<file path="config.mk">
export PLATFORM = sky130hd
export DESIGN_NAME = tmds_word_aligner_flat
export DESIGN_NICKNAME = d
export VERILOG_FILES = /design/src/rtl/tmds_word_aligner_if.sv /design/src/rtl/tmds_word_aligner.sv /design/src/flat_wrapper.sv
export SDC_FILE = /design/constraint.sdc
export NUM_CORES = 1
export LEC_CHECK = 0
export CAP_MARGIN = 10
export CORE_UTILIZATION = 30
export CTS_CLUSTER_DIAMETER = 200
export CTS_CLUSTER_SIZE = 12
export DETAILED_ROUTE_END_ITERATION = 8
export GPL_ROUTABILITY_DRIVEN = 0
export GPL_TIMING_DRIVEN = 0
export HOLD_SLACK_MARGIN = 0.03
export PLACE_DENSITY_LB_ADDON = 0.12
export SLEW_MARGIN = 15
export SYNTH_ARGS = -nofsm -noshare
export SYNTH_HDL_FRONTEND = slang
export SYNTH_SLANG_ARGS = --single-unit
</file>
<file path="constraint.sdc">
create_clock -name pixelclk -period 2.85 [get_ports pixelclk]
set_clock_uncertainty 0.1 [all_clocks]
set_input_delay 0.57 -clock pixelclk [delete_from_list [all_inputs] [get_ports pixelclk]]
set_output_delay 0.57 -clock pixelclk [all_outputs]
set_load 0.02 [all_outputs]
</file>
<file path="src/rtl/tmds_word_aligner_if.sv">
// ---------------------------------------------------------------------------
// tmds_word_aligner_if
// Groups one TMDS lane's data path and alignment status for tmds_word_aligner.
//
//   pdatain     : 10-bit word from the 1:10 deserializer, bit 0 first received
//   pdataout    : registered copy of pdatain
//   aligned     : lane locked to the word boundary
//   bitslip     : one-cycle pulse to the deserializer's bitslip input
//   slipcnt     : slips applied since reset, modulo 10
//   locklosscnt : LOCKED->SLIP transitions, saturating
//                 (present only with ALIGN_LOCKLOSSCNT_EN defined)
//
// Modports:
//   master : the aligner (consumes pdatain, drives everything else)
//   slave  : the surrounding lane logic / deserializer
// ---------------------------------------------------------------------------
interface tmds_word_aligner_if #(
    parameter int unsigned KPARALLELWIDTH = 10
);
    logic [KPARALLELWIDTH-1:0] pdatain;
    logic [KPARALLELWIDTH-1:0] pdataout;
    logic                      aligned;
    logic                      bitslip;
    logic [3:0]                slipcnt;
`ifdef ALIGN_LOCKLOSSCNT_EN
    logic [15:0]               locklosscnt;

    modport master (
        input  pdatain,
        output pdataout,
        output aligned,
        output bitslip,
        output slipcnt,
        output locklosscnt
    );

    modport slave (
        output pdatain,
        input  pdataout,
        input  aligned,
        input  bitslip,
        input  slipcnt,
        input  locklosscnt
    );
`else
    modport master (
        input  pdatain,
        output pdataout,
        output aligned,
        output bitslip,
        output slipcnt
    );

    modport slave (
        output pdatain,
        input  pdataout,
        input  aligned,
        input  bitslip,
        input  slipcnt
    );
`endif
endinterface

</file>
<file path="src/rtl/tmds_word_aligner.sv">
// ---------------------------------------------------------------------------
// tmds_word_aligner
// Receive-side word aligner for one TMDS/LVDS lane, in the pixel-clock domain
// right after the 1:10 deserializer. Looks for runs of TMDS control tokens and
// pulses bitslip to rotate the deserializer until the word boundary is found,
// then reports lock. Lock loss (no token for a full window) re-enters the
// slip/search loop automatically.
//
// Ports:
//   pixelclk : word-rate clock (only clock)
//   rst      : asynchronous, active-high reset
//   bus      : tmds_word_aligner_if.master
//              pdatain in, pdataout/aligned/bitslip/slipcnt out
//              (+ locklosscnt when ALIGN_LOCKLOSSCNT_EN is defined)
//
// Parameters:
//   KPARALLELWIDTH : word width, only 10 supported
//   KCTLTKNCOUNT   : consecutive control tokens needed to lock
//   KSEARCHCYCLES  : search window length; also the lock-loss timeout
//   KSETTLECYCLES  : wait after each bitslip before searching again (>=1)
//
// Optional feature macro: ALIGN_LOCKLOSSCNT_EN (adds locklosscnt[15:0]).
// ---------------------------------------------------------------------------
module tmds_word_aligner #(
    parameter int unsigned KPARALLELWIDTH = 10,
    parameter int unsigned KCTLTKNCOUNT   = 128,
    parameter int unsigned KSEARCHCYCLES  = 4096,
    parameter int unsigned KSETTLECYCLES  = 4
) (
    input  logic                pixelclk,
    input  logic                rst,
    tmds_word_aligner_if.master bus
);

    localparam int unsigned WCNT_W = (KSEARCHCYCLES > 1) ? $clog2(KSEARCHCYCLES) : 1;
    localparam int unsigned RCNT_W = $clog2(KCTLTKNCOUNT + 1);
    localparam int unsigned SCNT_W = (KSETTLECYCLES > 1) ? $clog2(KSETTLECYCLES) : 1;

    localparam logic [WCNT_W-1:0] WCNT_LAST    = WCNT_W'(KSEARCHCYCLES - 1);
    localparam logic [RCNT_W-1:0] RCNT_FULL    = RCNT_W'(KCTLTKNCOUNT);
    localparam logic [RCNT_W-1:0] RCNT_PRELOCK = RCNT_W'(KCTLTKNCOUNT - 1);
    localparam logic [SCNT_W-1:0] SCNT_LAST    = SCNT_W'(KSETTLECYCLES - 1);

    localparam logic [KPARALLELWIDTH-1:0] TKN0 = KPARALLELWIDTH'(10'h354);
    localparam logic [KPARALLELWIDTH-1:0] TKN1 = KPARALLELWIDTH'(10'h0AB);
    localparam logic [KPARALLELWIDTH-1:0] TKN2 = KPARALLELWIDTH'(10'h154);
    localparam logic [KPARALLELWIDTH-1:0] TKN3 = KPARALLELWIDTH'(10'h2AB);

    typedef enum logic [1:0] {
        ST_SEARCH = 2'd0,
        ST_SLIP   = 2'd1,
        ST_SETTLE = 2'd2,
        ST_LOCKED = 2'd3
    } state_t;

    state_t                    r_state;
    state_t                    w_state_nxt;

    logic [WCNT_W-1:0]         r_wcnt;
    logic [RCNT_W-1:0]         r_rcnt;
    logic [SCNT_W-1:0]         r_scnt;

    logic [KPARALLELWIDTH-1:0] r_pdataout;
    logic                      r_aligned;
    logic                      r_bitslip;
    logic [3:0]                r_slipcnt;

    logic                      w_token;
    logic                      w_wcnt_last;
    logic                      w_run_done;
    logic                      w_settle_done;

    // ---------------------------------------------------------------------
    // Token detection and counter terminal conditions (all on current input)
    // ---------------------------------------------------------------------
    assign w_token = (bus.pdatain == TKN0) || (bus.pdatain == TKN1) ||
                     (bus.pdatain == TKN2) || (bus.pdatain == TKN3);

    assign w_wcnt_last   = (r_wcnt == WCNT_LAST);
    // The token sampled on this edge is the one that completes the run.
    assign w_run_done    = w_token && (r_rcnt == RCNT_PRELOCK);
    assign w_settle_done = (r_scnt == SCNT_LAST);

    // ---------------------------------------------------------------------
    // FSM state register
    // ---------------------------------------------------------------------
    always_ff @(posedge pixelclk or posedge rst) begin
        if (rst) begin
            r_state <= ST_SEARCH;
        end else begin
            r_state <= w_state_nxt;
        end
    end

    // ---------------------------------------------------------------------
    // FSM next state. In SEARCH, lock is tested before the window timeout so
    // a run that completes on the timeout edge still locks.
    // ---------------------------------------------------------------------
    always_comb begin
        w_state_nxt = r_state;
        case (r_state)
            ST_SEARCH: begin
                if (w_run_done) begin
                    w_state_nxt = ST_LOCKED;
                end else if (w_wcnt_last) begin
                    w_state_nxt = ST_SLIP;
                end
            end
            ST_SLIP: begin
                w_state_nxt = ST_SETTLE;
            end
            ST_SETTLE: begin
                if (w_settle_done) begin
                    w_state_nxt = ST_SEARCH;
                end
            end
            ST_LOCKED: begin
                if (!w_token && w_wcnt_last) begin
                    w_state_nxt = ST_SLIP;
                end
            end
            default: begin
                w_state_nxt = ST_SEARCH;
            end
        endcase
    end

    // ---------------------------------------------------------------------
    // Window, run and settle counters.
    // SLIP/SETTLE hold wcnt/rcnt at zero, which gives the "cleared on entry"
    // behaviour for SEARCH without a separate entry strobe.
    // ---------------------------------------------------------------------
    always_ff @(posedge pixelclk or posedge rst) begin
        if (rst) begin
            r_wcnt <= '0;
            r_rcnt <= '0;
            r_scnt <= '0;
        end else begin
            case (r_state)
                ST_SEARCH: begin
                    // The locking edge samples a token, so the LOCKED
                    // timeout starts from zero just as for any later token.
                    if (w_run_done) begin
                        r_wcnt <= '0;
                    end else begin
                        r_wcnt <= r_wcnt + 1'b1;
                    end
                    if (!w_token) begin
                        r_rcnt <= '0;
                    end else if (r_rcnt != RCNT_FULL) begin
                        r_rcnt <= r_rcnt + 1'b1;
                    end
                end
                ST_LOCKED: begin
                    if (w_token) begin
                        r_wcnt <= '0;
                    end else begin
                        r_wcnt <= r_wcnt + 1'b1;
                    end
                    if (!w_token) begin
                        r_rcnt <= '0;
                    end else if (r_rcnt != RCNT_FULL) begin
                        r_rcnt <= r_rcnt + 1'b1;
                    end
                end
                ST_SLIP: begin
                    r_wcnt <= '0;
                    r_rcnt <= '0;
                    r_scnt <= '0;
                end
                ST_SETTLE: begin
                    r_wcnt <= '0;
                    r_rcnt <= '0;
                    r_scnt <= r_scnt + 1'b1;
                end
                default: begin
                    r_wcnt <= '0;
                    r_rcnt <= '0;
                    r_scnt <= '0;
                end
            endcase
        end
    end

    // ---------------------------------------------------------------------
    // Registered outputs. aligned/bitslip are decoded from the next state so
    // they change on the same edge as the state itself.
    // ---------------------------------------------------------------------
    always_ff @(posedge pixelclk or posedge rst) begin
        if (rst) begin
            r_pdataout <= '0;
            r_aligned  <= 1'b0;
            r_bitslip  <= 1'b0;
            r_slipcnt  <= '0;
        end else begin
            r_pdataout <= bus.pdatain;
            r_aligned  <= (w_state_nxt == ST_LOCKED);
            r_bitslip  <= (w_state_nxt == ST_SLIP);
            if (r_state == ST_SLIP) begin
                r_slipcnt <= (r_slipcnt == 4'd9) ? 4'd0 : r_slipcnt + 1'b1;
            end
        end
    end

    assign bus.pdataout = r_pdataout;
    assign bus.aligned  = r_aligned;
    assign bus.bitslip  = r_bitslip;
    assign bus.slipcnt  = r_slipcnt;

`ifdef ALIGN_LOCKLOSSCNT_EN
    logic [15:0] r_locklosscnt;

    always_ff @(posedge pixelclk or posedge rst) begin
        if (rst) begin
            r_locklosscnt <= '0;
        end else if ((r_state == ST_LOCKED) && (w_state_nxt == ST_SLIP) &&
                     (r_locklosscnt != '1)) begin
            r_locklosscnt <= r_locklosscnt + 1'b1;
        end
    end

    assign bus.locklosscnt = r_locklosscnt;
`endif

endmodule

</file>
<file path="src/flat_wrapper.sv">
// flat-port wrapper written by rule: the top's interface ports become plain ports
module tmds_word_aligner_flat 
#(
    parameter int unsigned KPARALLELWIDTH = 10,
    parameter int unsigned KCTLTKNCOUNT   = 128,
    parameter int unsigned KSEARCHCYCLES  = 4096,
    parameter int unsigned KSETTLECYCLES  = 4
)
  (pixelclk, rst, bus_pdatain, bus_pdataout, bus_aligned, bus_bitslip, bus_slipcnt);
  tmds_word_aligner_if #(.KPARALLELWIDTH(KPARALLELWIDTH)) bus_i ();
  input  logic pixelclk;
  input  logic rst;
  input wire logic [$bits(bus_i.pdatain)-1:0] bus_pdatain;
  output wire logic [$bits(bus_i.pdataout)-1:0] bus_pdataout;
  output wire logic [$bits(bus_i.aligned)-1:0] bus_aligned;
  output wire logic [$bits(bus_i.bitslip)-1:0] bus_bitslip;
  output wire logic [$bits(bus_i.slipcnt)-1:0] bus_slipcnt;
  assign bus_i.pdatain = bus_pdatain;
  assign bus_pdataout = bus_i.pdataout;
  assign bus_aligned = bus_i.aligned;
  assign bus_bitslip = bus_i.bitslip;
  assign bus_slipcnt = bus_i.slipcnt;
  tmds_word_aligner #(.KPARALLELWIDTH(KPARALLELWIDTH), .KCTLTKNCOUNT(KCTLTKNCOUNT), .KSEARCHCYCLES(KSEARCHCYCLES), .KSETTLECYCLES(KSETTLECYCLES)) u_core (.pixelclk(pixelclk), .rst(rst), .bus(bus_i));
endmodule
</file>
==> flow_metrics.tcl, run 1 <==
set metrics [dict create \
    post-route-period-util_pct 83.2 \
    clock_pin_transition_on_the_worst_setup_and_hold_timing_paths_ps 70 \
    ctsRootBufferMaster "sky130_fd_sc_hd__clkbuf_8" \
    final_net_count 222 \
    cp_slowest_stage_delay_ps 450 \
    num_rows 28 \
    clock_sink_count 40 \
    final_layout_size_suffix_gt1_share_pct 8.42 \
    tightest_slew_ps 549 \
    yosysWarningCount 0 \
    netlist.top_cell.by_area "sky130_fd_sc_hd__dfrtp_1" \
    crit_chain "clkdlybuf4s50_1 -> and4bb_2 -> nand4b_1 -> a2111oi_4 -> a2bb2oi_2 -> buf_6 -> nor2_1" \
    criticalPathCategory "primary input to flop" \
    final_core_utilization_pct 39.7 \
    timing.reg2reg.setup_slack_ps 840 \
    hpwl_dp_mm 2.59 \
    clockBufferDepth 2 \
    multi_input_comb_area_um2 777 \
    seqCellArea_mm2 0.00100 \
    detail-route-antenna-nets 0 \
    critical_path_peak_fanout 10 \
    drc_errors 0 \
    ir_worst_vdd_uv 321 \
    wl_per_cell_um 12.2 \
    p_leak_nw 0.997 \
    htree_num_levels 2 \
    detail_route.first_pass.iterations 4 \
    cts_inserted_buffers 5 \
    max-slew-margin-rel_pct 63.1 \
    globalRouteMet2Util_pct 20.2 \
    synth.area.top_cells "sky130_fd_sc_hd__dfrtp_1, sky130_fd_sc_hd__ha_1, sky130_fd_sc_hd__xnor2_1" \
    tns_ps 0 \
    cts_hold_buf 0 \
    setup_repair_after_global_routing_missed_its_margin "no" \
    fin_hold_ws_ps 378 \
    data_arrival_critical_path_ps 2450 \
    flow.area_growth_from_synthesis_pct 27.9 \
    post_syn_area_per_cell_um2 11.0 \
    power.density_mw_per_mm2 785 \
    portBuffers 27 \
    drt-total-wl_mm 3.39 \
    holdCritPathClass "flop to flop" \
    coreArea_mm2 0.00592 \
    synth.top_cell.area_share_pct 54.5 \
    crit-reg2reg-launch "u_core.r_state[1]" \
    timing.max_cap.violations 0 \
    grt_use_met1_pct 13.3 \
    die_y_um 80.2 \
    post_drt_via_cell_ratio 4.73 \
    run_status "completed" \
    most_frequent_standard_cell_in_the_layout_excluding_fill_and_tap_cells "sky130_fd_sc_hd__dfrtp_1" \
    post-cts-setup-buffers 0 \
    first_global_vias 1323 \
    ff2ff_path_depth 6 \
    timing.final.crit_period_ps 2370 \
    io-pin-count 28 \
    clock_latency_ps 290 \
    groute.layer.met3.usage_pct 3.75 \
    netlist_area_mm2 0.00184 \
    worst_r2r_endpoint "u_core.r_rcnt[1]" \
    die_width_um 80.2 \
    start_kind "primary input" \
    worst-endpoint-required_ps 2930 \
    grt.overflow.total 0 \
    grt_max_degree 25 \
    floorplan.die_area_mm2 0.00644 \
    worst_setup_path_end_kind "flop" \
    slew_viol_final 0 \
    tritoncts "yes" \
    routed-via-count 1309 \
    crit_slowest_cell "sky130_fd_sc_hd__clkdlybuf4s50_1" \
    cts.repair.resized 0 \
    grt_antenna_before_repair 0 \
    gr-max-usage-layer "met2" \
    final_cell_mix "sky130_fd_sc_hd__dfrtp_1, sky130_fd_sc_hd__clkdlybuf4s50_1, sky130_fd_sc_hd__nor2_1" \
    diodes 0 \
    num-fill-cells 571 \
    yosysUniqueCellTypes 34 \
    synth_fp_nets 187 \
    synth_sequential_area_ratio_pct 54.5 \
    grt_pass1_wl_mm 5.66 \
    fmaxAchievable_mhz 422 \
    setup_viol_count_final 0 \
    grtUsageTotal_pct 11.9 \
    setup.worst_path.end "u_core.r_wcnt[10]" \
    final_hold_viol_count 0 \
    critical_path.startpoint "bus_pdatain[4]" \
    ys_seq_elements 40 \
    drt_iter0_markers 37 \
    initial_standard_cell_utilization_of_the_core_pct 31.0 \
    mapped_cells 167 \
]
==> cell usage after synthesis (all sizes together) <==
cell type / number
nand3b: 2
nor3: 4
a21o: 1
mux2i: 1
a2111oi: 1
or2: 1
nor4bb: 1
o21ai: 5
and2: 3
nand4b: 2
xor2: 7
and3b: 1
inv: 11
nor2: 21
nand4: 4
nor4: 1
and3: 4
nand3: 13
a2bb2oi: 1
nand2b: 1
dfrtp: 40
ha: 8
o32a: 1
nor3b: 3
buf: 2
nand2: 9
nor2b: 3
xnor2: 10
a21oi: 3
o211ai: 1
and4bb: 2
==> worst min-delay path by stage <==
stage,startpoint,endpoint,slack [ps],cells past startpoint
final,u_core.r_wcnt[0],u_core.r_wcnt[0],380,1
after global routing,u_core.r_scnt[0],u_core.r_scnt[0],400,1
after CTS,u_core.r_wcnt[0],u_core.r_wcnt[0],380,1
after detailed placement,u_core.r_wcnt[0],u_core.r_wcnt[0],370,1
after global placement,u_core.r_wcnt[0],u_core.r_wcnt[0],360,1
after floorplan,u_core.r_wcnt[0],u_core.r_wcnt[0],340,1
==> cells by family (layout without fill, tap and decap cells) <==
logic type / after synthesis / count (layout) / synth area share, %
and+or+nand+nor: 75 / 75 / 22.3
DFF: 40 / 40 / 54.5
xor gates and xnor gates: 17 / 17 / 8.11
buffers and inverters: 13 / 48 / 3.14
muxes: 1 / 1 / 0.545
AOI/OAI and AO/OA: 13 / 13 / 5.93
adders and majority gates: 8 / 8 / 5.45
==> critical path: cells and delay by family <==
kind            cells  cell delay (ps)
simple gates        3              580
compound gates      2              670
buf+inv             2              620
==> power breakdown <==
part | total (mW) | switching, mW | internal (mW)
sequential | 0.731 | 0.0748 | 0.656
combinational | 0.578 | 0.308 | 0.270
clock | 0.534 | 0.189 | 0.345
==> layout make-up <==
cell class	instances	share of cell area, %
Inverter	11	1.76
Sequential cell	40	42.6
Buffer	2	0.693
Timing Repair Buffer	28	12.4
Clock buffer	5	2.93
Clock inverter	2	2.56
Multi-Input combinational cell	114	33.1
Tap cell	75	4.00
==> registers in the layout, summed over array words and instances (netlist names) <==
| register | count |
|---|---|
| u_core.bus.aligned | 1 |
| u_core.bus.bitslip | 1 |
| u_core.bus.pdataout | 10 |
| u_core.bus.slipcnt | 4 |
| u_core.r_rcnt | 8 |
| u_core.r_scnt | 2 |
| u_core.r_state | 2 |
| u_core.r_wcnt | 12 |
==> through the flow <==
step                      setup slack [ps]  instances  instance area (µm²)  power, mW
final                                  480        277                 2350       1.84
after detailed placement               147        270                 2220       1.33
after CTS                              439        277                 2350       1.87
after floorplan                        858        167                 1840       1.12
after global placement                 176        269                 2200       1.30
after global routing                   321        277                 2350       1.97
==> per-layer routing <==
metal	vias up	part of all wire, %
li1	640	-
met1	640	45
met2	20	50
met3	9	3.4
met4	0	2.3
met5	-	0
Power figures use the tool's default switching activity.
==> run 2: changes to the inputs <==
==> constraint.sdc (replaced) <==
create_clock -name pixelclk -period 2.45 [get_ports pixelclk]
set_clock_uncertainty 0.1 [all_clocks]
set_input_delay 0.49 -clock pixelclk [delete_from_list [all_inputs] [get_ports pixelclk]]
set_output_delay 0.49 -clock pixelclk [all_outputs]
set_load 0.02 [all_outputs]
==> results of run 2 <==
Same layout as run 1 (identical final DEF). Status: completed.
Main changes from that run: setup slack after placement 147 ps -> -173 ps; setup slack after layout 480 ps -> 160 ps; register-to-register setup slack 840 ps -> 440 ps; total power 1.84 mW -> 2.14 mW; worst IR drop on VDD 321 µV -> 373 µV
